## config.mk

```make
export PLATFORM = sky130hd
export DESIGN_NAME = fifo_sync
export DESIGN_NICKNAME = d
export VERILOG_FILES = /design/src/rtl/fifo_sync_mem.sv /design/src/rtl/fifo_sync.sv
export SDC_FILE = /design/constraint.sdc
export NUM_CORES = 1
export LEC_CHECK = 0
export CORE_ASPECT_RATIO = 0.9
export CORE_MARGIN = 5
export CORE_UTILIZATION = 60
export CTS_BUF_LIST = sky130_fd_sc_hd__clkbuf_8
export DETAILED_ROUTE_END_ITERATION = 7
export PLACE_DENSITY = 0.8
export SYNTH_ARGS = -nofsm -noshare
export SYNTH_HDL_FRONTEND = slang
export SYNTH_SLANG_ARGS = --single-unit
```

## constraint.sdc

```tcl
create_clock -name CLK -period 3 [get_ports CLK]
set_clock_uncertainty 0.1 [all_clocks]
set_input_delay 0.75 -clock CLK [delete_from_list [all_inputs] [get_ports CLK]]
set_output_delay 0.75 -clock CLK [all_outputs]
set_load 0.05 [all_outputs]
```

## src/rtl/fifo_sync_mem.sv

```systemverilog
// DEPTH x DSIZE storage for fifo_sync: synchronous write, asynchronous read,
// shaped so it maps onto distributed RAM.
module fifo_sync_mem #(
  parameter int DSIZE = 8,
  parameter int ASIZE = 4
) (
  input  logic             CLK,
  input  logic             we,
  input  logic [ASIZE-1:0] waddr,
  input  logic [DSIZE-1:0] wdata,
  input  logic [ASIZE-1:0] raddr,
  output logic [DSIZE-1:0] rdata
);
  localparam int DEPTH = 1 << ASIZE;

  logic [DSIZE-1:0] mem [DEPTH];

  always_ff @(posedge CLK) begin
    if (we) mem[waddr] <= wdata;
  end

  assign rdata = mem[raddr];
endmodule

```

## src/rtl/fifo_sync.sv

```systemverilog
// Single-clock FIFO with exact occupancy, almost-full/empty thresholds,
// FWFT or registered read, synchronous flush and overflow/underflow strobes.
module fifo_sync #(
  parameter int DSIZE    = 8,
  parameter int ASIZE    = 4,
  parameter bit FWFT     = 1'b1,
  parameter int AF_LEVEL = (1 << ASIZE) - 2,
  parameter int AE_LEVEL = 2
) (
  input  logic             CLK,
  input  logic             RST_N,
  input  logic             FLUSH,
  input  logic [DSIZE-1:0] WDATA,
  input  logic             WINC,
  output logic             WFULL,
  output logic             WAFULL,
  output logic             OVERFLOW,
  output logic [DSIZE-1:0] RDATA,
  input  logic             RINC,
  output logic             REMPTY,
  output logic             RAEMPTY,
  output logic             UNDERFLOW,
  output logic [ASIZE:0]   LEVEL
);
  localparam int DEPTH = 1 << ASIZE;
  localparam logic [ASIZE:0] DEPTH_L = (ASIZE+1)'(DEPTH);
  localparam logic [ASIZE:0] AF_TH   = (ASIZE+1)'(AF_LEVEL);
  localparam logic [ASIZE:0] AE_TH   = (ASIZE+1)'(AE_LEVEL);

  if (AF_LEVEL < 1 || AF_LEVEL > DEPTH) begin : g_bad_af
    $fatal(1, "fifo_sync: AF_LEVEL out of range 1..DEPTH");
  end
  if (AE_LEVEL < 0 || AE_LEVEL > DEPTH - 1) begin : g_bad_ae
    $fatal(1, "fifo_sync: AE_LEVEL out of range 0..DEPTH-1");
  end

  logic [ASIZE-1:0] wptr, rptr;
  logic [ASIZE:0]   level_nxt;
  logic [DSIZE-1:0] head;
  logic             push_acc, pop_acc, wr_en;

  // Acceptance uses the registered flags, i.e. the pre-edge state.
  assign push_acc  = WINC && !WFULL;
  assign pop_acc   = RINC && !REMPTY;
  assign wr_en     = push_acc && RST_N && !FLUSH;
  assign level_nxt = LEVEL + (ASIZE+1)'(push_acc) - (ASIZE+1)'(pop_acc);

  fifo_sync_mem #(.DSIZE(DSIZE), .ASIZE(ASIZE)) u_mem (
    .CLK   (CLK),
    .we    (wr_en),
    .waddr (wptr),
    .wdata (WDATA),
    .raddr (rptr),
    .rdata (head)
  );

  always_ff @(posedge CLK) begin
    if (!RST_N || FLUSH) begin
      wptr      <= '0;
      rptr      <= '0;
      LEVEL     <= '0;
      WFULL     <= 1'b0;
      REMPTY    <= 1'b1;
      WAFULL    <= 1'b0;
      RAEMPTY   <= 1'b1;
      OVERFLOW  <= 1'b0;
      UNDERFLOW <= 1'b0;
    end else begin
      if (push_acc) wptr <= wptr + 1'b1;
      if (pop_acc)  rptr <= rptr + 1'b1;
      LEVEL     <= level_nxt;
      WFULL     <= (level_nxt == DEPTH_L);
      REMPTY    <= (level_nxt == '0);
      WAFULL    <= (level_nxt >= AF_TH);
      RAEMPTY   <= (level_nxt <= AE_TH);
      OVERFLOW  <= WINC && WFULL;
      UNDERFLOW <= RINC && REMPTY;
    end
  end

  if (FWFT) begin : g_fwft
    assign RDATA = head;
  end else begin : g_reg
    // Output register keeps its word across flush; only reset clears it.
    always_ff @(posedge CLK) begin
      if (!RST_N)                RDATA <= '0;
      else if (pop_acc && !FLUSH) RDATA <= head;
    end
  end
endmodule

```

; Word level (Yosys, flattened, before mapping)
; Memory sizes are Yosys's and may differ from the RTL's. A register that Yosys moved wholly into a read port is not among the register bits.
; Index checks and enable logic that the tools add are counted.
[op_classes]
addsub = 4
n_lt_le_gt_ge = 2
eq_ne = 1
mux = 4
n_reduce_logical = 12
[op_table]
columns = cell, n
row1 = $add A4 B1 Y4 const B, 2
row2 = $mux W4, 2
row3 = $logic_and A1 B1 Y1, 6
row4 = $add A5 B1 Y5, 1
row5 = $eq A5 B5 Y1 const B, 1
row6 = $ge A5 B4 Y1 const B, 1
row7 = $le A5 B2 Y1 const B, 1
row8 = $logic_not A5 Y1, 1
row9 = $sub A5 B1 Y5, 1
row10 = $logic_not A1 Y1, 4
row11 = $mux W1, 2
row12 = $logic_or A1 B1 Y1, 1
[word_totals]
ff_bits = 19
mem_bits_rw = 128
input_bits = 13
output_inout_bits = 19
wordCells = 33
mem_count = 1
[mem_list]
columns = name, words, width, read_ports, rd_clocked_by_memory_dff, wr, line_no
row1 = u_mem.mem, 16, 8, 1, 1, 1, fifo_sync_mem.sv:16  ; logic [DSIZE-1:0] mem [DEPTH];

; Depth between registers and ports, before layout
; Gate-level depths: netlist of run 1.
[depth]
word_depth = 6
depth_mapped = 9
mapped_depth_nobuf = 8

; Modules after synthesis
; Synthesis of run 1 repeated with hierarchy kept, for this count alone.
[unflattened]
hier_cells = 308
area_unflattened_um2 = 5831.8
[modules_own_cells]
columns = mod, instances, cells_per_inst, area_per_inst_um2, seq_area_each_um2
row1 = fifo_sync_mem, 1, 221, 4987.3, 3843.7
row2 = fifo_sync, 1, 87, 844.6, 380.4

; Worst setup path after synthesis of run 1
; No wires, ideal clock.
[synth_path]
path_type = input -> register
startpoint = input WINC
endpoint = register WAFULL
setup_time_ps = 129
arrival_time_ps = 2548
required_time_ps = 2771
slack_ps = 223
stages = 9
n_path_buf = 1
cell_sequence = nor2b_1 clkbuf_1 xor2_1 ha_1 fa_1 a21o_1 a21oi_1 xor2_1 a21oi_1
[synth_via]
elab_chain_len = 4
[synth_rtl]
columns = item, line_no
row1 = "start, declared", fifo_sync.sv:14  ; input logic WINC,
row2 = $logic_and A1 B1 Y1, fifo_sync.sv:43  ; assign push_acc = WINC && !WFULL;
row3 = $add A5 B1 Y5, fifo_sync.sv:46  ; assign level_nxt = LEVEL + (ASIZE+1)'(push_acc) - (ASIZE+1)'(pop_acc);
row4 = $sub A5 B1 Y5, fifo_sync.sv:46
row5 = $ge A5 B4 Y1, fifo_sync.sv:74  ; WAFULL <= (level_nxt >= AF_TH);
row6 = "end signal, assigned", fifo_sync.sv:74
row7 = "end, declared", fifo_sync.sv:16  ; output logic WAFULL,
; Every way passes these cells.
; A chain may end at the register's enable or synchronous reset.

==> flow_summary.toml, run 1 <==
[routing]
postRouteAntennaNets = 0
vias_per_cell = 5.93
drc = 0
dr.pass1.iters = 5
wl_per_cell_microns = 21.6
drt-total-wl_microns = 11500
vias = 3156
drtIter0Drc = 242

[yosys]
ys_types = 36
synth_nets = 347
ys_seq_area_frac = 0.723
ys_warn_count = 0
syn_area_per_cell_sq_um = 18.4
netlist_area_sq_um = 5950
synth-seq-cells = 151
synthesis.instances = 324

[worst_setup_path]
crit_family = "multiplexers"
startpoint_type = "flop"
required_ns = 2.15
crit_slowest_cell = "mux4_2"
cpPeakStageDelay_ns = 0.51
crit_buf_inv = 2
r2r_cells = 8
crit_chain = "buf_12 -> mux4_2 -> a22oi_1 -> nand2_2 -> buf_6"
arrival_ns = 2.09
regToRegEndpoint = "RAEMPTY"
crit_cells = 5
rrSetupSlack_ns = 0.71
cp-end-kind = "output port"
path_class = "reg2out"
critPathMaxFanout = 8
worst_r2r_startpoint = "REMPTY"

[placement]
portBuffers = 31
placement.cell_area_sq_um = 6560
post-dp-hpwl_microns = 7160
place_congestion = 0.779
place_inst = 497

[clocking]
htree_num_levels = 4
cts_buffers = 17
cts_tree = "built"
clk_latency_ns = 0.43
clockBufferDepth = 2
cts_sinks = 151
cts_root_buf = "clkbuf_8"
postCtsHoldBufs = 0
clk_pin_slew_ns = 0.08

[grt]
grt_pass1_wl_microns = 18100
grt_use_total = 0.207
antenna_found_initial = 0
grt_pass1_vias = 3235
overflow = 0
grt_max_degree = 33

[power_and_ir_drop]
p_clk_frac = 0.353
p_leak_nw = 2.35
p_switching_mw = 0.975
switching_share = 0.240
combinationalPowerShare = 0.080
power_frac_seq = 0.567
power_density_nw_per_um2 = 575
ir_drop_mv = 0.393
intPower_mw = 3.09

[min_path]
worstHoldStart = "WFULL"
hp-class = "reg2reg"
whs_path_depth = 1
hold_end = "OVERFLOW"

[outcome]
status = "finished clean"

[sta]
period_share = 0.979
fin_tns_setup_ns = 0
slew_headroom = 0.625
setup_viol = 0
worst_slew_pin_slew_ns = 0.561
slew_viol_final = 0
period_needed_ns = 2.94
fin_hold_ws_ns = 0.421
hold_violations = 0
fmax_mhz = 340

[final_layout]
stdcell_count = 532
final_cell_mix = "128 x edfxtp_1, 35 x nor2_1, 31 x buf_4"
final_common_cell = "edfxtp_1"
drive_gt1_frac = 0.293
fin_area_sq_um = 7070
diodes = 0
final_net_count = 416
area_growth_pct = 18.7

[floorplanning]
io_pins = 32
initial_core_util = 0.614
die_width_microns = 115
die-area_sq_um = 12000
core_area_sq_um = 9700
die_h_microns = 105
std_cell_rows = 34

[flow_run]
max_cap_violations = 0
==> sequential cells by signal, indices dropped and copies added (netlist names), named ones only <==
name       count
u_mem.mem    128
LEVEL          5
rptr           4
wptr           4
OVERFLOW       1
RAEMPTY        1
REMPTY         1
UNDERFLOW      1
WAFULL         1
WFULL          1
==> cell families (layout without fill, tap and decap cells) <==
kind of cell             count (synthesis)  count (layout)  synth area share
flip-flops                             151             151             0.723
AND/OR/NAND/NOR                         72              72            0.0540
multiplexers                            33              33             0.132
AO/OA/AOI/OAI                           27              27            0.0324
buffers and inverters                   20             102            0.0208
XOR/XNOR                                11              11            0.0162
adder cells (fa/ha/maj)                 10              10            0.0223
==> layer usage <==
layer | track usage | part of all wire
met4 | 0.0612 | 0.012
met3 | 0.0465 | 0.063
met5 | 0 | 0
met1 | 0.288 | 0.41
met2 | 0.331 | 0.52
==> power groups by stage <==
| stage | clock, mW | combinational (mW) | sequential (mW) |
|---|---|---|---|
| 4_1_cts | 1.46 | 0.329 | 2.30 |
| 5_1_grt | 1.57 | 0.348 | 2.31 |
| 3_5_place_dp | 0 | 0.311 | 2.35 |
| 3_3_place_gp | 0 | 0.298 | 2.35 |
| 6_report | 1.44 | 0.326 | 2.30 |
| 2_1_floorplan | 0 | 0.147 | 2.40 |
==> cell type report <==
| cell class | instances | area, sq um |
|---|---|---|
| Sequential cell | 151 | 4310 |
| Fill cell | 573 | 2630 |
| Multi-Input combinational cell | 153 | 1580 |
| Timing Repair Buffer | 65 | 629 |
| Clock buffer | 17 | 234 |
| Tap cell | 126 | 158 |
| Clock inverter | 15 | 145 |
| Inverter | 5 | 18.8 |
==> what timing repair did <==
action | in CTS | in global routing
cloned | 2 | 0
resized for setup | 22 | 15
pin swaps | 5 | 4
endpoints found under the setup margin | 8 | 8
buffers inserted | 2 | 0
==> Yosys cell counts, drive strengths merged <==
cell           number  area [sq um]
or3                 1          6.26
a211oi              1          7.51
o21ai               1          5.00
mux4               32           773
nor4                1          6.26
nand3b              1          7.51
fa                  1          20.0
nand2              17          63.8
clkdlybuf4s25       3          30.0
a21oi               3          15.0
xor2                6          52.6
buf                 7          56.3
nor2               35           131
and3                2          12.5
nand4               2          12.5
dfxtp              23           460
clkbuf              5          18.8
and2                4          25.0
and2b               1          7.51
o211ai              1          7.51
mux2i               1          10.0
o31ai               2          15.0
nand3               1          5.00
nand2b              2          12.5
ha                  9           113
o21bai              1          7.51
edfxtp            128          3840
a21o                1          7.51
a22oi              16           120
xnor2               5          43.8
nor2b               5          31.3
o21a                1          7.51
inv                 5          18.8
==> stage by stage <==
stage	worst slack [ns]	utilization	power [mW]
floorplan	0.223	-	2.55
global placement	-0.0841	0.676	2.65
detailed placement	-0.210	0.676	2.66
CTS	-0.0328	0.730	4.10
global route	-0.0142	0.729	4.23
finish	0.0623	0.729	4.07
==> worst max-delay path by stage <==
stage	end	slack, ns
after floorplan	WAFULL	0.22
after global placement	WAFULL	-0.08
after detailed placement	RAEMPTY	-0.21
after CTS	RDATA[7]	-0.03
after global routing	RDATA[0]	-0.01
final	RDATA[0]	0.06
Note: power is estimated with default switching activity, not from simulation.
==> run 2, diff against run 1 <==
- ABC_AREA: default -> 0
==> results of run 2 <==
Same layout as run 1: the final DEF is identical, and so are final timing and power.
==> run 3, diff against run 2 <==
- CORE_ASPECT_RATIO: 0.9 -> 0.75
- PLACE_DENSITY: 0.8 -> 0.86
==> flow_summary.toml, run 3 (synthesized netlist as in run 1, its figures left out) <==
[placement]
place_congestion = 0.786
portBuffers = 31
post-dp-hpwl_microns = 7560
placement.cell_area_sq_um = 6530

[sta]
worst_slew_pin_slew_ns = 0.569
setup_viol = 0
fmax_mhz = 340
rsz0062_at_grt = "yes"
hold_violations = 0
period_needed_ns = 2.94
period_share = 0.979
slew_headroom = 0.619
slew_viol_final = 0

[floorplanning]
die_width_microns = 125
die-area_sq_um = 12000
io_pins = 32
std_cell_rows = 31
initial_core_util = 0.617
die_h_microns = 96.3
core_area_sq_um = 9660

[routing]
vias = 3185
drc = 0
dr.pass1.iters = 5
postRouteAntennaNets = 0
drtIter0Drc = 350
drt-total-wl_microns = 12200
wl_per_cell_microns = 22.9
vias_per_cell = 5.98

[worst_setup_path]
endpoint = "RDATA[0]"
cp-end-kind = "output port"
startpoint_type = "flop"
rrSetupSlack_ns = 0.68
critPathMaxFanout = 8
path_class = "reg2out"
worst_r2r_startpoint = "REMPTY"
arrival_ns = 2.09
required_ns = 2.15
r2r_cells = 8
regToRegEndpoint = "REMPTY"

[final_layout]
drive_gt1_frac = 0.262
top_regs = "u_mem.mem x128, LEVEL x5"
regMostFlops = "u_mem.mem"
final_net_count = 411
fin_area_sq_um = 7040
area_growth_pct = 18.2
largest_register_ffs = 128
diodes = 0
final_common_cell = "edfxtp_1"
final_cell_mix = "128 x edfxtp_1, 35 x nor2_1, 28 x mux4_2"

[grt]
grt_use_total = 0.220
grt_max_degree = 33
grt_pass1_wl_microns = 19000
overflow = 0
antenna_found_initial = 0
grt_pass1_vias = 3333

[clocking]
cts_root_buf = "clkbuf_8"
htree_num_levels = 4
cts_sinks = 151
clockBufferDepth = 2
clk_latency_ns = 0.43
cts_tree = "built"
cts_buffers = 17
clk_pin_slew_ns = 0.07

[flow_run]
max_cap_violations = 0

[power_and_ir_drop]
ir_drop_mv = 0.583
power_density_nw_per_um2 = 598
total_power_mw = 4.21
p_leak_nw = 2.35

[min_path]
whs_path_depth = 2
hp-class = "reg2reg"

[outcome]
status = "finished clean"
[run 3: cell types whose count changed in the layout (fill, tap and decap cells not counted), sizes merged]
cell / before / now
buf: 42 / 37
bufinv: 1 / 4
clkinv: 6 / 4
inv: 11 / 10
[run 3: area by class of cell]
type,count,area (sq um)
clock inverter,15,171
clock buffer,17,234
inverter,5,18.8
multi-input combinational,153,1550
fill,582,2620
timing repair buffer,60,588
tap,132,165
sequential,151,4310
[run 3: repair_timing]
action                                  in CTS  in global routing
pin swaps                                    2                  0
cloned                                       2                  0
gates resized for setup                     14                 19
hold buffers                                 0                  0
buffers inserted                             1                  0
endpoints found under the setup margin       8                  8
[run 3: critical path, stage by stage, from the launching register on]
cell	delay [ns]
dfxtp_4	0.41
buf_12	0.17
mux4_2	0.51
a22oi_2	0.25
nand2_2	0.13
buf_6	0.17
[run 3: metal layers]
| metal | vias to the layer above | share of wire | GRT usage |
|---|---|---|---|
| met2 | 144 | 0.49 | 0.372 |
| met5 | - | 0 | 0 |
| met3 | 19 | 0.079 | 0.0571 |
| met1 | 1621 | 0.41 | 0.287 |
| li1 | 1401 | - | - |
| met4 | 0 | 0.016 | 0.0677 |
[run 3: per-stage QoR]
step / setup WS [ns] / utilization / hold WS, ns / setup TNS [ns] / cells
after floorplan: 0.223 / - / 0.372 / 0 / 324
after global placement: -0.0714 / 0.677 / 0.389 / -0.250 / 499
after global routing: -0.00387 / 0.729 / 0.463 / -0.00387 / 533
final: 0.0628 / 0.729 / 0.433 / 0 / 533
after CTS: -0.0262 / 0.729 / 0.423 / -0.0784 / 534
after detailed placement: -0.185 / 0.677 / 0.407 / -0.844 / 499
[run 3: worst min path at each step]
stage,to,from,slack (ns)
3_3_place_gp,rptr[3],rptr[3],0.39
4_1_cts,flop,rptr[3],0.42
3_5_place_dp,flop,rptr[3],0.41
2_1_floorplan,flop,rptr[3],0.37
5_1_grt,rptr[3],rptr[3],0.46
6_report,flop,rptr[3],0.43
[run 3: power breakdown]
group / switching [mW] / internal (mW) / total (mW)
sequential: 0.0143 / 2.29 / 2.31
combinational: 0.200 / 0.130 / 0.330
clock: 0.692 / 0.881 / 1.57
total: 0.906 / 3.30 / 4.21
